[config.mk]
export PLATFORM = sky130hd
export DESIGN_NAME = cog_vidx
export DESIGN_NICKNAME = d
export VERILOG_FILES = /design/src/rtl/cog_vidx.sv
export SDC_FILE = /design/constraint.sdc
export NUM_CORES = 1
export LEC_CHECK = 0
export ABC_AREA = 1
export CELL_PAD_IN_SITES_DETAIL_PLACEMENT = 0
export CELL_PAD_IN_SITES_GLOBAL_PLACEMENT = 1
export CORE_AREA = 2 2 207 209
export CTS_BUF_LIST = sky130_fd_sc_hd__clkbuf_4 sky130_fd_sc_hd__clkbuf_8 sky130_fd_sc_hd__clkbuf_16
export CTS_CLUSTER_SIZE = 28
export DETAILED_ROUTE_END_ITERATION = 12
export DIE_AREA = 0 0 209 211
export PLACE_DENSITY = 0.72
export SLEW_MARGIN = 20
export SYNTH_ARGS = -nofsm -noshare
export SYNTH_HDL_FRONTEND = slang
export SYNTH_SLANG_ARGS = --single-unit
[constraint.sdc]
create_clock -name clk_cog -period 3.8 [get_ports clk_cog]
set_input_delay 0.57 -clock clk_cog [delete_from_list [all_inputs] [get_ports clk_cog]]
set_output_delay 0.57 -clock clk_cog [all_outputs]
set_load 0.05 [all_outputs]
[src/rtl/cog_vidx.sv]
// cog_vidx: FIFO-decoupled cog video generator with 1/2 bpp palette and 8 bpp direct modes.
// Shifter state advances on vid_tick; pin_out places the masked video byte into one byte group.
module cog_vidx #(
  parameter int PIN_WIDTH = 32,
  parameter int DEPTH     = 4,
  parameter int CNT_WIDTH = 8,
  parameter int SET_WIDTH = 12
) (
  input  logic                 clk_cog,
  input  logic                 res,
  input  logic                 vid_tick,
  input  logic                 setvid,
  input  logic                 setscl,
  input  logic [31:0]          data,
  input  logic                 push,
  input  logic [31:0]          pixel,
  input  logic [31:0]          color,
  output logic                 ready,
  output logic                 underrun,
  output logic [PIN_WIDTH-1:0] pin_out
);

  localparam int NGRP = PIN_WIDTH / 8;
  localparam int G    = (NGRP > 1) ? $clog2(NGRP) : 1;
  localparam int AW   = $clog2(DEPTH);
  localparam int CW   = AW + 1;
  localparam int SW   = CNT_WIDTH + SET_WIDTH;

  // Mode 11 falls into the default (1 bpp) arm of both helpers.
  function automatic logic [7:0] vid_byte(input logic [1:0] mode, input logic [31:0] pix,
                                          input logic [31:0] col);
    logic [7:0] b;
    case (mode)
      2'b01:   b = col[{pix[1:0], 3'b000} +: 8];
      2'b10:   b = pix[7:0];
      default: b = col[{pix[0], 3'b000} +: 8];
    endcase
    return b;
  endfunction

  function automatic logic [31:0] shift_pix(input logic [1:0] mode, input logic [31:0] pix);
    logic [31:0] s;
    case (mode)
      2'b01:   s = pix >> 2;
      2'b10:   s = pix >> 8;
      default: s = pix >> 1;
    endcase
    return s;
  endfunction

  logic                 run_q, run_d;
  logic [1:0]           mode_q, mode_d;
  logic [7:0]           mask_q, mask_d;
  logic [G-1:0]         grp_q, grp_d;
  logic [SW-1:0]        scl_q, scl_d;
  logic [AW-1:0]        wr_ptr_q, wr_ptr_d;
  logic [AW-1:0]        rd_ptr_q, rd_ptr_d;
  logic [CW-1:0]        count_q, count_d;
  logic                 ready_q, ready_d;
  logic                 underrun_q, underrun_d;
  logic [SET_WIDTH-1:0] set_q, set_d;
  logic [CNT_WIDTH-1:0] cnt_q, cnt_d;
  logic [31:0]          pixels_q, pixels_d;
  logic [31:0]          colors_q, colors_d;
  logic [7:0]           discrete_q, discrete_d;
  logic [63:0]          mem_q [DEPTH];

  logic                 wr_en;
  logic                 pop;
  logic                 uflow;
  logic [63:0]          head;
  logic [CNT_WIDTH-1:0] cpp;
  logic [SET_WIDTH-1:0] cpf;
  logic                 unused_data;

  assign unused_data = ^data;
  // A counter value of 0 stands for 2^width: decrementing it wraps to 2^width-1.
  assign cpp = scl_q[SW-1:SET_WIDTH];
  assign cpf = scl_q[SET_WIDTH-1:0];

  always_comb begin
    run_d      = run_q;
    mode_d     = mode_q;
    mask_d     = mask_q;
    grp_d      = grp_q;
    scl_d      = scl_q;
    wr_ptr_d   = wr_ptr_q;
    rd_ptr_d   = rd_ptr_q;
    set_d      = set_q;
    cnt_d      = cnt_q;
    pixels_d   = pixels_q;
    colors_d   = colors_q;
    discrete_d = discrete_q;
    pop        = 1'b0;
    uflow      = 1'b0;
    wr_en      = run_q & push & ready_q;
    head       = mem_q[rd_ptr_q];

    if (setvid) begin
      run_d  = |data[30:29];
      mode_d = data[28:27];
      mask_d = data[7:0];
      grp_d  = data[G+7:8];
    end
    if (setscl) begin
      scl_d = data[SW-1:0];
    end

    if (run_q && vid_tick) begin
      discrete_d = vid_byte(mode_q, pixels_q, colors_q);
      if (set_q == SET_WIDTH'(1)) begin
        set_d = cpf;
        cnt_d = cpp;
        // Pop uses the registered count, so a same-cycle push cannot rescue an empty FIFO.
        if (count_q != '0) begin
          pop      = 1'b1;
          pixels_d = head[63:32];
          colors_d = head[31:0];
        end else begin
          pixels_d = '0;
          colors_d = '0;
          uflow    = 1'b1;
        end
      end else if (cnt_q == CNT_WIDTH'(1)) begin
        cnt_d    = cpp;
        pixels_d = shift_pix(mode_q, pixels_q);
        set_d    = set_q - SET_WIDTH'(1);
      end else begin
        cnt_d = cnt_q - CNT_WIDTH'(1);
        set_d = set_q - SET_WIDTH'(1);
      end
    end

    if (wr_en) begin
      wr_ptr_d = wr_ptr_q + AW'(1);
    end
    if (pop) begin
      rd_ptr_d = rd_ptr_q + AW'(1);
    end
    count_d    = count_q + CW'(wr_en) - CW'(pop);
    underrun_d = setvid ? 1'b0 : (underrun_q | uflow);

    // Leaving RUN (or staying idle) flushes the queue and parks the shifter.
    if (!run_d) begin
      wr_ptr_d   = '0;
      rd_ptr_d   = '0;
      count_d    = '0;
      set_d      = SET_WIDTH'(1);
      cnt_d      = CNT_WIDTH'(1);
      pixels_d   = '0;
      colors_d   = '0;
      discrete_d = '0;
    end
    ready_d = run_d && (count_d < CW'(DEPTH));
  end

  always_ff @(posedge clk_cog) begin
    if (res) begin
      run_q      <= 1'b0;
      mode_q     <= '0;
      mask_q     <= '0;
      grp_q      <= '0;
      scl_q      <= '0;
      wr_ptr_q   <= '0;
      rd_ptr_q   <= '0;
      count_q    <= '0;
      ready_q    <= 1'b0;
      underrun_q <= 1'b0;
      set_q      <= SET_WIDTH'(1);
      cnt_q      <= CNT_WIDTH'(1);
    end else begin
      run_q      <= run_d;
      mode_q     <= mode_d;
      mask_q     <= mask_d;
      grp_q      <= grp_d;
      scl_q      <= scl_d;
      wr_ptr_q   <= wr_ptr_d;
      rd_ptr_q   <= rd_ptr_d;
      count_q    <= count_d;
      ready_q    <= ready_d;
      underrun_q <= underrun_d;
      set_q      <= set_d;
      cnt_q      <= cnt_d;
    end
  end

  always_ff @(posedge clk_cog) begin
    pixels_q   <= pixels_d;
    colors_q   <= colors_d;
    discrete_q <= discrete_d;
    if (wr_en) begin
      mem_q[wr_ptr_q] <= {pixel, color};
    end
  end

  // Groups beyond NGRP never match, so an out-of-range group yields zero.
  always_comb begin
    pin_out = '0;
    if (run_q) begin
      for (int g = 0; g < NGRP; g++) begin
        if (grp_q == G'(g)) begin
          pin_out[8*g +: 8] = discrete_q & mask_q;
        end
      end
    end
  end

  assign ready    = ready_q;
  assign underrun = underrun_q;

endmodule

; Yosys cells after proc, flatten, opt, wreduce, memory -nomap -nowiden
; Memory sizes are Yosys's and may differ from the RTL's. A register that Yosys moved wholly into a read port is not among the register bits.
; Cells that the tools add are included.
[op_classes]
addsub = 6
n_eq_ne = 7
n_reduce_logical = 10
n_lt_le_gt_ge = 1
mux = 26
shift = 2
bitwise_logic = 5
[ops]
columns = op, n
row1 = $mux 32, 5
row2 = $pmux 31 s2, 1
row3 = $mux 8, 6
row4 = $shiftx 32x5->8, 1
row5 = $shiftx 32x6->8, 1
row6 = $pmux 8 s2, 1
row7 = $eq 12x1->1 const B, 1
row8 = $mux 12, 1
row9 = $sub 12x1->12 const B, 1
row10 = $mux 1, 9
row11 = $and 8x8->8, 1
row12 = $eq 8x1->1 const B, 1
row13 = $sub 8x1->8 const B, 1
row14 = $eq 2x2->1 const B, 3
row15 = $reduce_or 2->1, 3
row16 = $add 2x1->2 const B, 2
row17 = $eq 2x1->1 const B, 2
row18 = $mux 2, 2
row19 = $reduce_and 2->1, 2
row20 = $add 3x1->3, 1
row21 = $lt 3x3->1 const B, 1
row22 = $mux 3, 1
row23 = $reduce_bool 3->1, 1
row24 = $sub 3x1->3, 1
row25 = 6 further kinds, 8
[word_totals]
mem_bits_rw = 256
inputBits = 102
mem_count = 1
register_bits = 134
[mem_list]
columns = name, depth, width, rd, rd_clocked_by_memory_dff, wr, line
row1 = mem_q, 4, 64, 1, 1, 1, 66  ; logic [63:0] mem_q [DEPTH];

; Longest topological paths before layout
[logic_depth]
ltp_word = 8
depth_mapped = 17
depth_no_buf = 16

; Worst setup path before layout
; No wires, ideal clock.
[synth_path]
path_type = reg2reg
start = reg ready_q, in the netlist ready
end = mem mem_q[0][0] (enable)
slack_ns = -0.358
t_required_ns = 3.313
synth_period_minus_slack_ns = 4.158
n_path_buf = 0
arrival_time_ns = 3.672
path_stages_with_launch = 3
cell_sequence = dfxtp_1 -> nand3_1 -> nor2_1
[synth_between]
elab_chain_cells = 3
[synth_rtl]
columns = item, line
row1 = start: declaration, 59  ; logic ready_q, ready_d;
row2 = start signal: assignment, 180  ; ready_q <= ready_d;
row3 = $and 1x1->1, 96  ; wr_en = run_q & push & ready_q;
row4 = $mux 1, 191  ; if (wr_en) begin
row5 = $mux 1 (not written as such), 192  ; mem_q[wr_ptr_q] <= {pixel, color};
row6 = end: declaration, 66
; Every way passes these cells.

; Final worst setup path
[layout_path]
start = reg run_q
end = out pin_out[15]
[layout_between]
elab_chain_cells = 1
[layout_rtl]
columns = item, line
row1 = start: declaration, 51  ; logic run_q, run_d;
row2 = start signal: assignment, 172  ; run_q <= run_d;
row3 = $mux 32, 199  ; if (run_q) begin
row4 = end: declaration, 20  ; output logic [PIN_WIDTH-1:0] pin_out
; Every way passes these cells.

==> impl_metrics.py <==
metrics = {
    "logic_synthesis": {
        "synth-warning-count": 0,
        "netlist-cell-type-count": 39,
        "synth_enable_flop_cells": 256,
        "ys_ff_latch": 392,
        "syn_area_sq_um": 16900,
        "synth_ff_type": "edfxtp_1",
        "yosysSeqAreaShare": 0.615,
        "postSynthCellCount": 1789,
        "avgSynthCellArea_sq_um": 9.47,
        "synthArstFlopShare": 0,
        "synth_nets": 1904,
    },
    "power": {
        "p_sw_frac": 0.224,
        "powerDensity_nw_per_um2": 474,
        "switching_power_uw": 2160,
        "p_total_uw": 9640,
        "p_leak_uw": 0.00744,
        "peakVddDrop_mv": 0.316,
        "comb_power_share": 0.071,
        "internal-power_uw": 7480,
        "power_frac_seq": 0.485,
        "clock_power_share": 0.444,
    },
    "detailed_routing": {
        "postRouteAntennaNets": 0,
        "first_pass_iters": 5,
        "vias_per_cell": 5.06,
        "num_vias": 12513,
        "wl_per_cell_um": 16.9,
        "wl_mm": 41.9,
        "drc": 0,
        "drt_iter0_markers": 833,
    },
    "worst_setup_path": {
        "worstPathRequired_ns": 3.23,
        "r2r-start": "set_q[0]",
        "r2r_cells": 15,
        "crit_chain": "inv_1 -> nor3_1 -> clkdlybuf4s50_1",
        "crit_arrival_ns": 2.60,
        "crit_buf_inv": 2,
        "r2r_end": "ready",
        "critical_path_class": "flop to primary output",
        "cp-end-kind": "primary output",
        "cp-start-kind": "flop",
        "cp_max_fo": 16,
        "crit_family": "buffers and inverters",
        "max_stage_delay_ns": 0.84,
        "rrSetupSlack_ns": 1.03,
        "crit_slowest_cell": "clkdlybuf4s50_1",
    },
    "clocking": {
        "tritoncts": "yes",
        "cts_max_level": 2,
        "root_buffer": "clkbuf_16",
        "cts_buffer_depth": 3,
        "cts_setup_buffers": 0,
        "cts_resized": 0,
        "clock_latency_ns": 0.56,
        "hold_buffers": 0,
        "cts_sinks": 392,
        "cts_buffers": 44,
        "cts.clk_slew.worst_paths_ns": 0.06,
    },
    "sta": {
        "hold_viol_final": 0,
        "maxSlewHeadroom": 0.387,
        "fin_crit_sh": 0.833,
        "fin_skew_ns": 0.0186,
        "min_period_ns": 3.17,
        "setup_viol_count_final": 0,
        "fmax_ghz": 0.316,
        "drv_slew": 0,
        "worst_pin_slew_ns": 0.919,
        "rsz0062_at_grt": "false",
    },
    "final_layout": {
        "layout_commonest_cell": "nor2_1",
        "mostFrequentLayoutCells": "nor2_1, nand2_1, edfxtp_1",
        "antenna_cells": 0,
        "regArea_sq_um": 10400,
        "multi_input_area_sq_um": 5700,
        "fin_nets": 2017,
        "fin_util": 0.487,
        "drive_above_1_share": 0.104,
        "fillerInstances": 3922,
        "fin_cells": 2475,
        "syn_to_final_growth_pct": 20.0,
    },
    "placed_design": {
        "place.port_buffers": 127,
        "post-dp-hpwl_mm": 27.2,
        "gp_congestion": 0.790,
        "post-place-cells": 2395,
    },
    "global_route": {
        "groute.usage.overall": 0.194,
        "antenna_found_initial": 1,
        "grt_pass1_vias": 12211,
        "grt_pass1_wl_mm": 67.6,
        "grt_overflow": 0,
        "grt_max_degree": 64,
    },
    "worst_hold_path": {
        "whs_endpoint": "underrun",
        "worstHoldStart": "underrun",
        "holdCritPathClass": "flop to flop",
        "whs_path_depth": 2,
    },
    "run_status": {
        "status": "complete, no violations",
    },
    "floorplanning": {
        "ios": 136,
        "fp.dieH_um": 211,
        "die_area_sq_um": 44100,
        "dieWidth_um": 209,
        "initial_core_util": 0.406,
        "core_area_sq_um": 41800,
        "num_rows": 75,
    },
    "run": {
        "maxCapViolations": 0,
    },
}
-- cell families after synthesis --
kind of cell    count (synthesis)  share of synthesized area
compound gates                425                      0.136
xor+xnor                        6                    0.00310
fa+ha+maj                      13                     0.0100
buf+inv                       199                     0.0515
flops                         392                      0.615
simple gates                  754                      0.184
-- synthesized netlist by cell type, drive strengths merged, types with 2 or more instances --
cell type	n	area share
o22ai	2	0.00074
o211ai	26	0.012
edfxtp	256	0.45
xnor2	2	0.0010
ha	12	0.0089
nor2	361	0.083
nor3	19	0.0056
o21ai	281	0.083
a31oi	3	0.0011
inv	97	0.021
nand4	10	0.0041
nand2	316	0.076
clkbuf	54	0.012
a21oi	112	0.040
nand3	46	0.015
dfxtp	136	0.16
buf	47	0.018
xor2	4	0.0021
-- metal layers --
layer  track usage  share of wire  vias to the layer above
met1         0.269           0.47                     5929
met3        0.0277          0.039                       57
li1              -              -                     6286
met2         0.318           0.47                      241
met4        0.0554          0.019                        0
met5             0              0                        -
-- per-stage QoR --
step	area, sq um	hold slack [ns]	worst slack (ns)	TNS [ns]
final	20300	0.452	0.634	0
after global routing	20300	0.478	0.457	0
after CTS	20300	0.457	0.564	0
after detailed placement	18800	0.448	0.982	0
after global placement	18800	0.444	1.00	0
after floorplan	16900	0.429	-0.358	-91.75
-- power groups by stage --
| stage | logic, uW | clock network [uW] | registers [uW] |
|---|---|---|---|
| 3_3_place_gp | 680 | 0 | 4760 |
| 2_1_floorplan | 418 | 0 | 4750 |
| 6_report | 685 | 4280 | 4670 |
| 5_1_grt | 772 | 4530 | 4680 |
| 3_5_place_dp | 686 | 0 | 4760 |
| 4_1_cts | 690 | 4380 | 4670 |
-- layout make-up --
cell class,instances,area share
inverter,98,0.0182
timing repair buffer,168,0.0826
multi-input combinational,1198,0.280
tap,539,0.0332
clock buffer,64,0.0654
sequential,392,0.513
clock inverter,16,0.00763
-- sequential cells by signal, indices dropped and copies added, names as in the netlist, named ones only --
signal and cells:
mem_q 256, colors_q 32, pixels_q 32, scl_q 20, set_q 12, cnt_q 8
discrete_q 8, mask_q 8, count_q 3, grp_q 2, mode_q 2, rd_ptr_q 2
wr_ptr_q 2, ready 1, run_q 1, underrun 1
-- how the worst max path moves through the flow --
stage,start,to,slack [ns],depth (start not counted)
finish,run_q,pin_out[15],0.63,3
global route,run_q,pin_out[15],0.46,3
CTS,run_q,pin_out[16],0.56,3
detailed placement,flop,colors_q[19],0.98,7
global placement,push,ready,1.0,11
floorplan,ready,mem_q[0][0],-0.36,2
-- tightest hold or removal path, stage by stage, from the launching register on --
cell and delay, ns:
dfxtp_1 0.31, inv_1 0.05, a21oi_1 0.05
(Power assumes the default switching activity.)
